<file path="src/rtl/mul_pkg.sv">
// Shared types and helpers for the iterative multiplier family.
// Operands are widened to MAX_W so one abs helper serves every width up to 32.
package mul_pkg;

    localparam int unsigned MAX_W = 64;

    typedef enum logic [1:0] {
        ST_IDLE = 2'b00,
        ST_BUSY = 2'b01,
        ST_DONE = 2'b10
    } state_e;

    // value must already be sign-extended to MAX_W when signed_en is set.
    function automatic logic [MAX_W-1:0] abs_w(input logic [MAX_W-1:0] value,
                                               input logic             signed_en);
        logic [MAX_W-1:0] res;
        res = value;
        if (signed_en && value[MAX_W-1]) begin
            res = ~value + MAX_W'(1);
        end
        return res;
    endfunction

endpackage

</file>
<file path="src/rtl/mul_digit_step.sv">
// One radix-2^DIGIT step: accumulate a_mag * digit, weighted by the step position.
// DIGIT-row partial-product array reduced by an adder chain, then shifted into place.
module mul_digit_step #(
    parameter int unsigned WIDTH = 8,
    parameter int unsigned DIGIT = 2
) (
    input  logic [2*WIDTH-1:0]                                       acc,
    input  logic [WIDTH-1:0]                                         a_mag,
    input  logic [DIGIT-1:0]                                         digit,
    input  logic [((WIDTH/DIGIT) > 1 ? $clog2(WIDTH/DIGIT) : 1)-1:0] count,
    output logic [2*WIDTH-1:0]                                       acc_next
);

    localparam int unsigned PW = 2 * WIDTH;

    logic [PW-1:0] pp [DIGIT];
    logic [PW-1:0] pp_sum;

    always_comb begin
        for (int r = 0; r < DIGIT; r++) begin
            pp[r] = digit[r] ? ({{WIDTH{1'b0}}, a_mag} << r) : '0;
        end
        pp_sum = '0;
        for (int r = 0; r < DIGIT; r++) begin
            pp_sum = pp_sum + pp[r];
        end
        // Total product is < 2^PW, so this sum can never carry out.
        acc_next = acc + (pp_sum << (int'(count) * DIGIT));
    end

endmodule

</file>
<file path="src/rtl/seq_booth_free_mul.sv">
// Iterative sign-magnitude multiplier retiring DIGIT multiplier bits per cycle.
// Fixed latency of WIDTH/DIGIT cycles from accept to out_valid; WIDTH must be <= 32.
module seq_booth_free_mul
    import mul_pkg::*;
#(
    parameter int unsigned WIDTH = 8,
    parameter int unsigned DIGIT = 2
) (
    input  logic               clk,
    input  logic               rst,
    input  logic               in_valid,
    output logic               in_ready,
    input  logic [WIDTH-1:0]   in_a,
    input  logic [WIDTH-1:0]   in_b,
    input  logic               in_signed,
    output logic               out_valid,
    input  logic               out_ready,
    output logic [2*WIDTH-1:0] out_prod,
    output logic               busy
);

    localparam int unsigned K  = WIDTH / DIGIT;
    localparam int unsigned CW = (K > 1) ? $clog2(K) : 1;
    localparam int unsigned PW = 2 * WIDTH;

    state_e           state_q, state_d;
    logic [WIDTH-1:0] a_q, a_d;
    logic [WIDTH-1:0] b_q, b_d;
    logic             neg_q, neg_d;
    logic [PW-1:0]    acc_q, acc_d;
    logic [CW-1:0]    cnt_q, cnt_d;
    logic [PW-1:0]    prod_q, prod_d;
    logic             valid_q, valid_d;

    logic [MAX_W-1:0] a_ext, b_ext;
    logic [WIDTH-1:0] a_abs, b_abs;
    logic [PW-1:0]    acc_next;

    // Sign-extend only for signed ops so unsigned operands with MSB set pass unchanged.
    always_comb begin
        a_ext = {{(MAX_W-WIDTH){in_signed & in_a[WIDTH-1]}}, in_a};
        b_ext = {{(MAX_W-WIDTH){in_signed & in_b[WIDTH-1]}}, in_b};
        a_abs = WIDTH'(abs_w(a_ext, in_signed));
        b_abs = WIDTH'(abs_w(b_ext, in_signed));
    end

    mul_digit_step #(
        .WIDTH (WIDTH),
        .DIGIT (DIGIT)
    ) u_step (
        .acc      (acc_q),
        .a_mag    (a_q),
        .digit    (b_q[DIGIT-1:0]),
        .count    (cnt_q),
        .acc_next (acc_next)
    );

    always_comb begin
        state_d = state_q;
        a_d     = a_q;
        b_d     = b_q;
        neg_d   = neg_q;
        acc_d   = acc_q;
        cnt_d   = cnt_q;
        prod_d  = prod_q;
        valid_d = valid_q;
        unique case (state_q)
            ST_IDLE: begin
                if (in_valid) begin
                    a_d     = a_abs;
                    b_d     = b_abs;
                    neg_d   = in_signed & (in_a[WIDTH-1] ^ in_b[WIDTH-1]);
                    acc_d   = '0;
                    cnt_d   = '0;
                    state_d = ST_BUSY;
                end
            end
            ST_BUSY: begin
                acc_d = acc_next;
                b_d   = b_q >> DIGIT;
                cnt_d = cnt_q + CW'(1);
                if (cnt_q == CW'(K - 1)) begin
                    prod_d  = neg_q ? (~acc_next + PW'(1)) : acc_next;
                    valid_d = 1'b1;
                    state_d = ST_DONE;
                end
            end
            ST_DONE: begin
                if (out_ready) begin
                    valid_d = 1'b0;
                    state_d = ST_IDLE;
                end
            end
            default: begin
                state_d = ST_IDLE;
                valid_d = 1'b0;
            end
        endcase
    end

    always_ff @(posedge clk or posedge rst) begin
        if (rst) begin
            state_q <= ST_IDLE;
            a_q     <= '0;
            b_q     <= '0;
            neg_q   <= 1'b0;
            acc_q   <= '0;
            cnt_q   <= '0;
            prod_q  <= '0;
            valid_q <= 1'b0;
        end else begin
            state_q <= state_d;
            a_q     <= a_d;
            b_q     <= b_d;
            neg_q   <= neg_d;
            acc_q   <= acc_d;
            cnt_q   <= cnt_d;
            prod_q  <= prod_d;
            valid_q <= valid_d;
        end
    end

    // Gated by rst so the block never advertises readiness while held in reset.
    assign in_ready  = (state_q == ST_IDLE) & ~rst;
    assign busy      = (state_q != ST_IDLE);
    assign out_valid = valid_q;
    assign out_prod  = prod_q;

endmodule

</file>
<file path="config.mk">
export PLATFORM = sky130hd
export DESIGN_NAME = seq_booth_free_mul
export DESIGN_NICKNAME = d
export VERILOG_FILES = /design/src/rtl/mul_pkg.sv /design/src/rtl/mul_digit_step.sv /design/src/rtl/seq_booth_free_mul.sv
export SDC_FILE = /design/constraint.sdc
export NUM_CORES = 1
export LEC_CHECK = 0
export BUFFER_PORTS_ARGS = -buffer_cell sky130_fd_sc_hd__buf_2
export CELL_PAD_IN_SITES_DETAIL_PLACEMENT = 0
export CELL_PAD_IN_SITES_GLOBAL_PLACEMENT = 2
export CORE_ASPECT_RATIO = 1.25
export CORE_MARGIN = 2
export CORE_UTILIZATION = 35
export DETAILED_ROUTE_END_ITERATION = 10
export PLACE_DENSITY = 0.79
export SYNTH_ARGS = -nofsm -noshare
export SYNTH_HDL_FRONTEND = slang
export SYNTH_SLANG_ARGS = --single-unit
</file>
<file path="constraint.sdc">
create_clock -name clk -period 7.3 [get_ports clk]
set_input_delay 1.46 -clock clk [delete_from_list [all_inputs] [get_ports clk]]
set_output_delay 1.46 -clock clk [all_outputs]
set_load 0.03 [all_outputs]
</file>
Word-level counts from Yosys, hierarchy flattened
Cells that the tools add are included.

word-level totals
  output and inout port bits = 19
  word-level logic and storage cells = 59
  register bits = 54
  input port bits = 21

operators by class
  equality and inequality tests = 6
  reduce and logical (&&, ||, !) cells = 10
  mux-type cells = 18
  bitwise operators = 10
  shift operators = 1
  $add $sub $neg = 6

operator list
  operator                                              number
  adder 16 bit                                          2
  two-way mux 16 bit                                    2
  two-way mux 8 bit                                     4
  case mux 16 bit (2 select lines)                      1
  adder 16 x 1 -> 16 bit (second input constant)        1
  adder 8 x 1 -> 8 bit (second input constant)          2
  inverter 16 bit                                       1
  inverter 8 bit                                        2
  case mux 8 bit (2 select lines)                       1
  << shifter 16 x 3 -> 16 bit                           1
  two-way mux 9 bit                                     1
  two-way mux 2 bit                                     4
  inequality test 2 bit (second input constant)         3
  case mux 2 bit (3 select lines)                       1
  AND reduction 2 bit                                   3
  AND reduction 3 bit                                   2
  bitwise AND 1 bit                                     4
  equality test 2 bit (second input constant)           2
  case mux 2 bit (2 select lines)                       1
  nonzero test 2 bit                                    2
  case mux 1 bit (3 select lines)                       1
  adder 2 x 1 -> 2 bit (second input constant)          1
  equality test 2 x 1 -> 1 bit (second input constant)  1
  logical AND 1 bit                                     2
  other kinds (4)                                       6

Depth between registers and ports, before layout
Gate-level depths: netlist of run 1.

  depth after elaboration = 7
  depth in mapped cells = 23
  mapped depth without buffers = 21

Modules after synthesis
From an unflattened synthesis of run 1, not the netlist that was laid out.

second synthesis, totals
  cells, all modules = 501
  area, all modules = 4080.2 um^2

by module, submodules not included
  module              sequential area each (um^2)  instances  cells each  area an instance (um^2)
  seq_booth_free_mul  1351.3                       1          292         2622.5
  mul_digit_step      0.0                          1          209         1457.6

Least setup slack after synthesis of run 1
OpenSTA, ideal clock, no wires.

  path type = reg2reg
  start = register b_q[0]
  end = register prod_q[15] (netlist: out_prod[15])
  library setup time = 0.123 ns
  slack = 2.610 ns
  data required time = 7.177 ns
  path buffers = 2
  arrival time = 4.567 ns
  cell stages (with the launch flop) = 24
  period minus slack after synthesis = 4.690 ns
  cell sequence = dfrtp_1 > clkbuf_1 > and2_1 > ha_1 > inv_1 > fa_1 > nor2b_1 > o21ai_0 > a21boi_0 > o21a_1 > nor2_1 > xnor2_1 > mux2_2 > a22o_1 > ha_1 > clkbuf_1 > and3b_1 > a21oi_1 > o221ai_1 > a311oi_2 > o2111ai_2 > o41ai_1 > xnor2_1 > o21ai_1

between the ends
  longest elaborated chain between the ends = 7

ends and longest elaborated chain
  item                           line                       RTL
  start, declared                seq_booth_free_mul.sv:28   logic [WIDTH-1:0] b_q, b_d;
  start signal, assigned         seq_booth_free_mul.sv:105  b_q <= '0;
  start signal, assigned         seq_booth_free_mul.sv:114  b_q <= b_d;
  two-way mux 8 bit *            mul_digit_step.sv:21       pp[r] = digit[r] ? ({{WIDTH{1'b0}}, a_mag} << r) : '0;
  adder 16 bit *                 mul_digit_step.sv:25       pp_sum = pp_sum + pp[r];
  << shifter 16 x 3 -> 16 bit *  mul_digit_step.sv:28       acc_next = acc + (pp_sum << (int'(count) * DIGIT));
  adder 16 bit *                 mul_digit_step.sv:28
  inverter 16 bit                seq_booth_free_mul.sv:83   prod_d = neg_q ? (~acc_next + PW'(1)) : acc_next;
  adder 16 x 1 -> 16 bit         seq_booth_free_mul.sv:83
  two-way mux 16 bit *           seq_booth_free_mul.sv:83
  end signal, assigned           seq_booth_free_mul.sv:118  prod_q <= prod_d;
  end, declared                  seq_booth_free_mul.sv:32   logic [PW-1:0] prod_q, prod_d;

Mark *: on every way between the ends. The rest lies on a longest branch, timed or not.
A chain may end at the register's enable or synchronous reset.

Worst setup path after layout of run 1
Ends and elaborated chain as after synthesis.

==> reports/results.ini, run 1 <==
[timing]
fin_crit_ns = 5.09
skew_ns = 0.00613
rsz0062_at_grt = no
tightest_slew_ns = 1.05
fin_ws_ns = 2.21
fin_setup_tns_ns = 0
timing.final.crit_share_pct = 69.8
hold_violations = 0
slew_headroom_pct = 29.7
setup_viol = 0
max_freq_ghz = 0.196
drv_slew = 0

[setup_path]
criticalPathCategory = flop to flop
cp_max_fo = 10
reg2reg_from = b_q[0]$_DFFE_PP0P_
cp-end-kind = flop
critical_path_arrival_ns = 5.24
required_ns = 7.45
startpoint = b_q[0]$_DFFE_PP0P_
cp-start-kind = flop

[detailed_routing]
met3_length_um = 205
routed.top_layer = met4
ant_nets = 0
drc = 0
dr.pass1.iters = 5
drtIter0Drc = 103
routed-wl-met2_um = 4710
wl_per_cell_um = 14.7
met1_length_um = 4300
drt_wl_total_um = 9450
vias = 3317
vias_per_cell = 5.17

[synthesis]
ys_seq_area_share_pct = 33.8
synth_cell_type_count = 56
synth.avg_cell_area_um2 = 8.40
syn-cell-area_um2 = 4000
yosysWarnings = 0
postSynthCellCount = 476
async_reset_ff_share_pct = 100
synth_nets = 525
synth-seq-cells = 54
yosys_most_used_dff = dfrtp_1
synth_edf_count = 0

[clock_network]
cts_tree = done
htreeDepth = 2
clock_path_buffers = 2
numClockSinks = 54
cts_root_buffer = clkbuf_16
clk_latency_ns = 0.30
clk_pin_slew_ns = 0.07
post_cts_buffers = 0
cts_buffers = 5
post_cts_resized = 0
cts_hold_buf = 0

[grt]
grt_max_degree = 55
grt_overflow = 0
grt_pass1_vias = 3255
antenna_found_initial = 0
grt_pass1_wl_um = 15900
track_usage_pct = 16.4

[final_layout]
post-route-util_pct = 40.2
syn_to_final_growth_pct = 11.9
design_area_um2 = 4470
drive_gt1_share_pct = 12.2
nFillCells = 1154
final_net_count = 555
diodes = 0

[floorplanning]
dieArea_um2 = 12300
row_count = 43
dieWidth_um = 99.6
fp.dieH_um = 123
start_util_pct = 35.9
ios = 40
core_area_um2 = 11100

[status]
status = finished clean

[hold_path]
hp-start = out_prod[10]$_DFFE_PP0P_
hold_class = flop to flop

[placement]
dp_hpwl_um = 7410
placement.io_buffers = 39
placed_area_um2 = 4290
dp_slack_ns = 2.15
gp_congestion = 0.850

[power_and_ir_drop]
max-vdd-ir-drop_mv = 0.209
leakage_nw = 2.08
p_per_area_nw_per_um2 = 534

[flow_run]
cap_violations = 0

==> Yosys cell counts (all sizes together) (2+ instances only) <==
master / number / area share [%]
mux2i: 10 / 2.5
ha: 26 / 8.1
nor3b: 3 / 0.56
a21boi: 2 / 0.38
nor2b: 5 / 0.78
and3: 3 / 0.47
a22oi: 5 / 0.94
fa: 2 / 1.0
buf: 4 / 0.81
inv: 17 / 1.6
a31oi: 3 / 0.47
o41ai: 2 / 0.44
o211a: 2 / 0.50
xnor2: 28 / 6.1
nand2b: 3 / 0.47
or3: 3 / 0.47
o21ai: 62 / 7.8
dfrtp: 54 / 34
o21a: 5 / 0.94
a21oi: 19 / 2.4
o211ai: 4 / 0.75
a211oi: 3 / 0.81
clkbuf: 15 / 1.4
nor2: 32 / 3.0
o31ai: 6 / 1.1
a21o: 5 / 0.94
and2: 14 / 2.2
nand2: 67 / 6.3
mux2: 2 / 0.56
a2111oi: 2 / 0.44
nor3: 8 / 1.0
xor2: 15 / 3.5
nand3: 27 / 3.4
==> placed cells by master, fill, tap and decap left out, types with 15 or more instances in the layout <==
cell type  netlist  final
o21ai_0         59     59
a21oi_1         19     19
buf_2            2     39
nand3_1         27     27
nor2_1          32     32
nand2_1         67     67
inv_1           16     15
xnor2_1         28     28
dfrtp_1         54     54
ha_1            26     26
==> final cells by class <==
cell class | count | area (um2) | area share [%]
multi-input cells | 385 | 2490 | 55.7
flip-flops and latches | 54 | 1350 | 30.2
repair buffers | 42 | 218 | 4.87
well taps | 135 | 169 | 3.78
clock buffers | 6 | 139 | 3.11
inverters | 18 | 67.6 | 1.51
clock inverters | 2 | 38.8 | 0.867
==> path summary, 6_finish.rpt <==
check                                            to  slack [ns]  cells past startpoint
max in group asynchronous        a_q[6]$_DFFE_PP0P_        5.48                      3
setup reg to reg           out_prod[15]$_DFFE_PP0P_        2.21                     21
setup / recovery           out_prod[15]$_DFFE_PP0P_        2.21                     21
min in group asynchronous    state_q[1]$_DFFE_PP0P_        1.36                      3
hold / removal             out_prod[10]$_DFFE_PP0P_        0.47                      2
hold reg to reg            out_prod[10]$_DFFE_PP0P_        0.47                      2
==> cell families after synthesis <==
family                     after synthesis  synth area share, %
AOI/OAI and AO/OA                      132                 20.9
and+or+nand+nor                        170                 19.6
muxes                                   12                 3.07
xor gates and xnor gates                43                 9.61
adders and majority gates               28                 9.14
buffers and inverters                   37                 3.91
DFF                                     54                 33.8
==> routing by layer <==
metal | track usage [%] | vias up
met4 | 5.91 | 0
met3 | 1.92 | 13
met2 | 29.5 | 43
li1 | - | 1735
met1 | 20.1 | 1526
met5 | 0 | -
==> worst max-delay path: stages, from the launching register on <==
cell and delay, ns:
dfrtp_1 0.46, and2_1 0.17, ha_1 0.16, inv_1 0.05, fa_1 0.40, nor2b_1 0.11
o21ai_0 0.09, a21boi_0 0.36, o21a_1 0.16, nor2_1 0.04, xnor2_1 0.14, mux2_2 0.29
a22o_1 0.23, ha_1 0.37, a21o_1 0.22, a2111oi_0 0.47, o21ai_0 0.15, a31oi_1 0.30
xnor2_1 0.11, o41ai_1 0.40, xnor2_1 0.17, o21ai_1 0.07
==> metrics by stage <==
stage                     std cells  hold WS, ns  total power [mW]
after floorplan                 476        0.455              1.76
after global placement          634        0.457              2.10
after detailed placement        634        0.465              2.12
after CTS                       642        0.482              2.42
after global routing            642        0.503              2.63
final                           642        0.474              2.39
==> registers in the layout (all words and copies together), names as in the netlist <==
signal and flops:
acc_q 16, out_prod 16, a_q 8, b_q 8
cnt_q 2, state_q 2, neg_q 1, out_valid 1
==> where the power goes <==
part | switching [mW] | internal [mW]
registers | 0.108 | 0.432
clock network | 0.117 | 0.173
logic | 0.969 | 0.588
(Power assumes the default switching activity.)
==> run 2: changes to the inputs <==
- CORE_UTILIZATION: 35 -> 33
- PLACE_DENSITY: 0.79 -> 0.78
- clock period: 7.3 -> 4.1 ns (I/O delays scaled with it)
==> reports/results.ini, run 2 (synthesis gave the netlist of run 1 again) <==
[hold_path]
hp-start = out_prod[10]$_DFFE_PP0P_
worstHoldEndpoint = out_prod[10]$_DFFE_PP0P_
hold_class = flop to flop
holdPathStages = 2

[floorplanning]
row_count = 44
fp.dieH_um = 127
start_util_pct = 34.1
ios = 40
core_area_um2 = 11700
dieArea_um2 = 13000
dieWidth_um = 102

[flow_run]
cap_violations = 0

[clock_network]
clk_pin_slew_ns = 0.07
cts_root_buffer = clkbuf_16
cts_buffers = 5
cts_tree = done
clk_latency_ns = 0.30
clock_path_buffers = 2
htreeDepth = 2
cts_hold_buf = 0
numClockSinks = 54

[grt]
track_usage_pct = 16.3
grt_overflow = 0
grt_pass1_vias = 3590
grt_max_degree = 41
antenna_found_initial = 0
grt_pass1_wl_um = 17000

[detailed_routing]
dr.pass1.iters = 4
vias_per_cell = 4.94
drt_wl_total_um = 10500
vias = 3650
drc = 0
ant_nets = 0
wl_per_cell_um = 14.2
drtIter0Drc = 119

[setup_path]
path_cells = and2_4, ha_4, inv_2, fa_2, nor2b_2, o21ai_2, a21boi_2, o21a_1, nor2_1, xnor2_1, mux2_4, o21a_1, ha_4, o211ai_1, buf_4, a211o_1, a311oi_4, o2111ai_4, o31ai_2, xnor2_1, o21ai_1
startpoint = b_q[0]$_DFFE_PP0P_
cp-start-kind = flop
r2r_end = out_prod[13]$_DFFE_PP0P_
cp-end-kind = flop
r2r_cells = 21
cp_max_fo = 5
cp_num_buf_inv = 2
critical_path_arrival_ns = 4.45
max_stage_delay_ns = 0.41
crit_family = compound AO/OA/AOI/OAI gates
required_ns = 4.28
criticalPathCategory = flop to flop
slowest_stage = dfrtp_1
reg2reg_from = b_q[0]$_DFFE_PP0P_
rrSetupSlack_ns = -0.17

[timing]
max_freq_ghz = 0.234
fin_crit_ns = 4.27
tightest_slew_ns = 0.920
rsz0062_at_grt = yes
setup_viol = 4
hold_violations = 0
drv_slew = 0
slew_headroom_pct = 38.5
skew_ns = 0.0158
timing.final.crit_share_pct = 104
fin_ws_ns = -0.172

[placement]
dp_hpwl_um = 8010
placed_area_um2 = 4850
gp_congestion = 0.873
placement.io_buffers = 39

[final_layout]
syn_to_final_growth_pct = 32.9
drive_gt1_share_pct = 30.3
final_cell_mix = 74 x buf_4, 66 x nand2_1, 53 x dfrtp_1
design_area_um2 = 5310
post-route-util_pct = 45.3
final_net_count = 627
diodes = 0
layout_commonest_cell = buf_4

[status]
violations = setup timing
status = complete, but fails checks

==> run 2: cell types whose count changed in the layout (fill, tap and decap cells not counted), sizes merged <==
cell    before  now
buf         42  114
bufinv       1    0
clkbuf       6    5
clkinv       1    2
==> run 2: metal layers <==
layer	global-route usage, %	wire [um]	vias to the layer above
met5	0	0	-
li1	-	-	1861
met2	30.1	5640	44
met3	2.08	280	8
met4	3.84	99	0
met1	19.7	4430	1737
==> run 2: what timing repair did <==
action / 4_1_cts / 5_1_grt
gates cloned: 0 / 0
resized for setup: 30 / 24
setup endpoints to repair: 9 / 14
buffers inserted: 4 / 4
pin swaps: 10 / 7
==> run 2: final cells by class <==
class,count,area [um2]
fill,1198,6420
multi-input combinational,385,2790
sequential,54,1350
timing repair buffer,114,762
tap,161,201
clock buffer,5,125
inverter,18,67.6
clock inverter,2,13.8
==> run 2: worst max path at each step <==
| stage | depth (start not counted) | end |
|---|---|---|
| final | 21 | out_prod[13]$_DFFE_PP0P_ |
| after global routing | 21 | out_prod[13]$_DFFE_PP0P_ |
| after CTS | 20 | out_prod[13]$_DFFE_PP0P_ |
| after detailed placement | 21 | out_prod[15]$_DFFE_PP0P_ |
| after global placement | 21 | out_prod[15]$_DFFE_PP0P_ |
| after floorplan | 23 | out_prod[15]$_DFFE_PP0P_ |
==> run 2: stage by stage <==
step	TNS, ns	hold slack (ns)	instances	setup WS, ns
after global placement	-0.942	0.456	724	-0.269
after floorplan	-0.277	0.455	476	-0.117
final	-0.613	0.474	739	-0.172
after global routing	-2.46	0.507	739	-0.384
after detailed placement	-1.72	0.466	724	-0.396
after CTS	-0.681	0.483	735	-0.183
==> run 2: tightest hold or removal path: cells and delay by family, from the launching register on <==
family          cells  cell delay (ns)
flops               1             0.34
simple gates        1             0.04
compound gates      1             0.05
Power of run 2 is not shown: default switching activity piles up to over one toggle a cycle in this logic, so the estimate is an artifact.
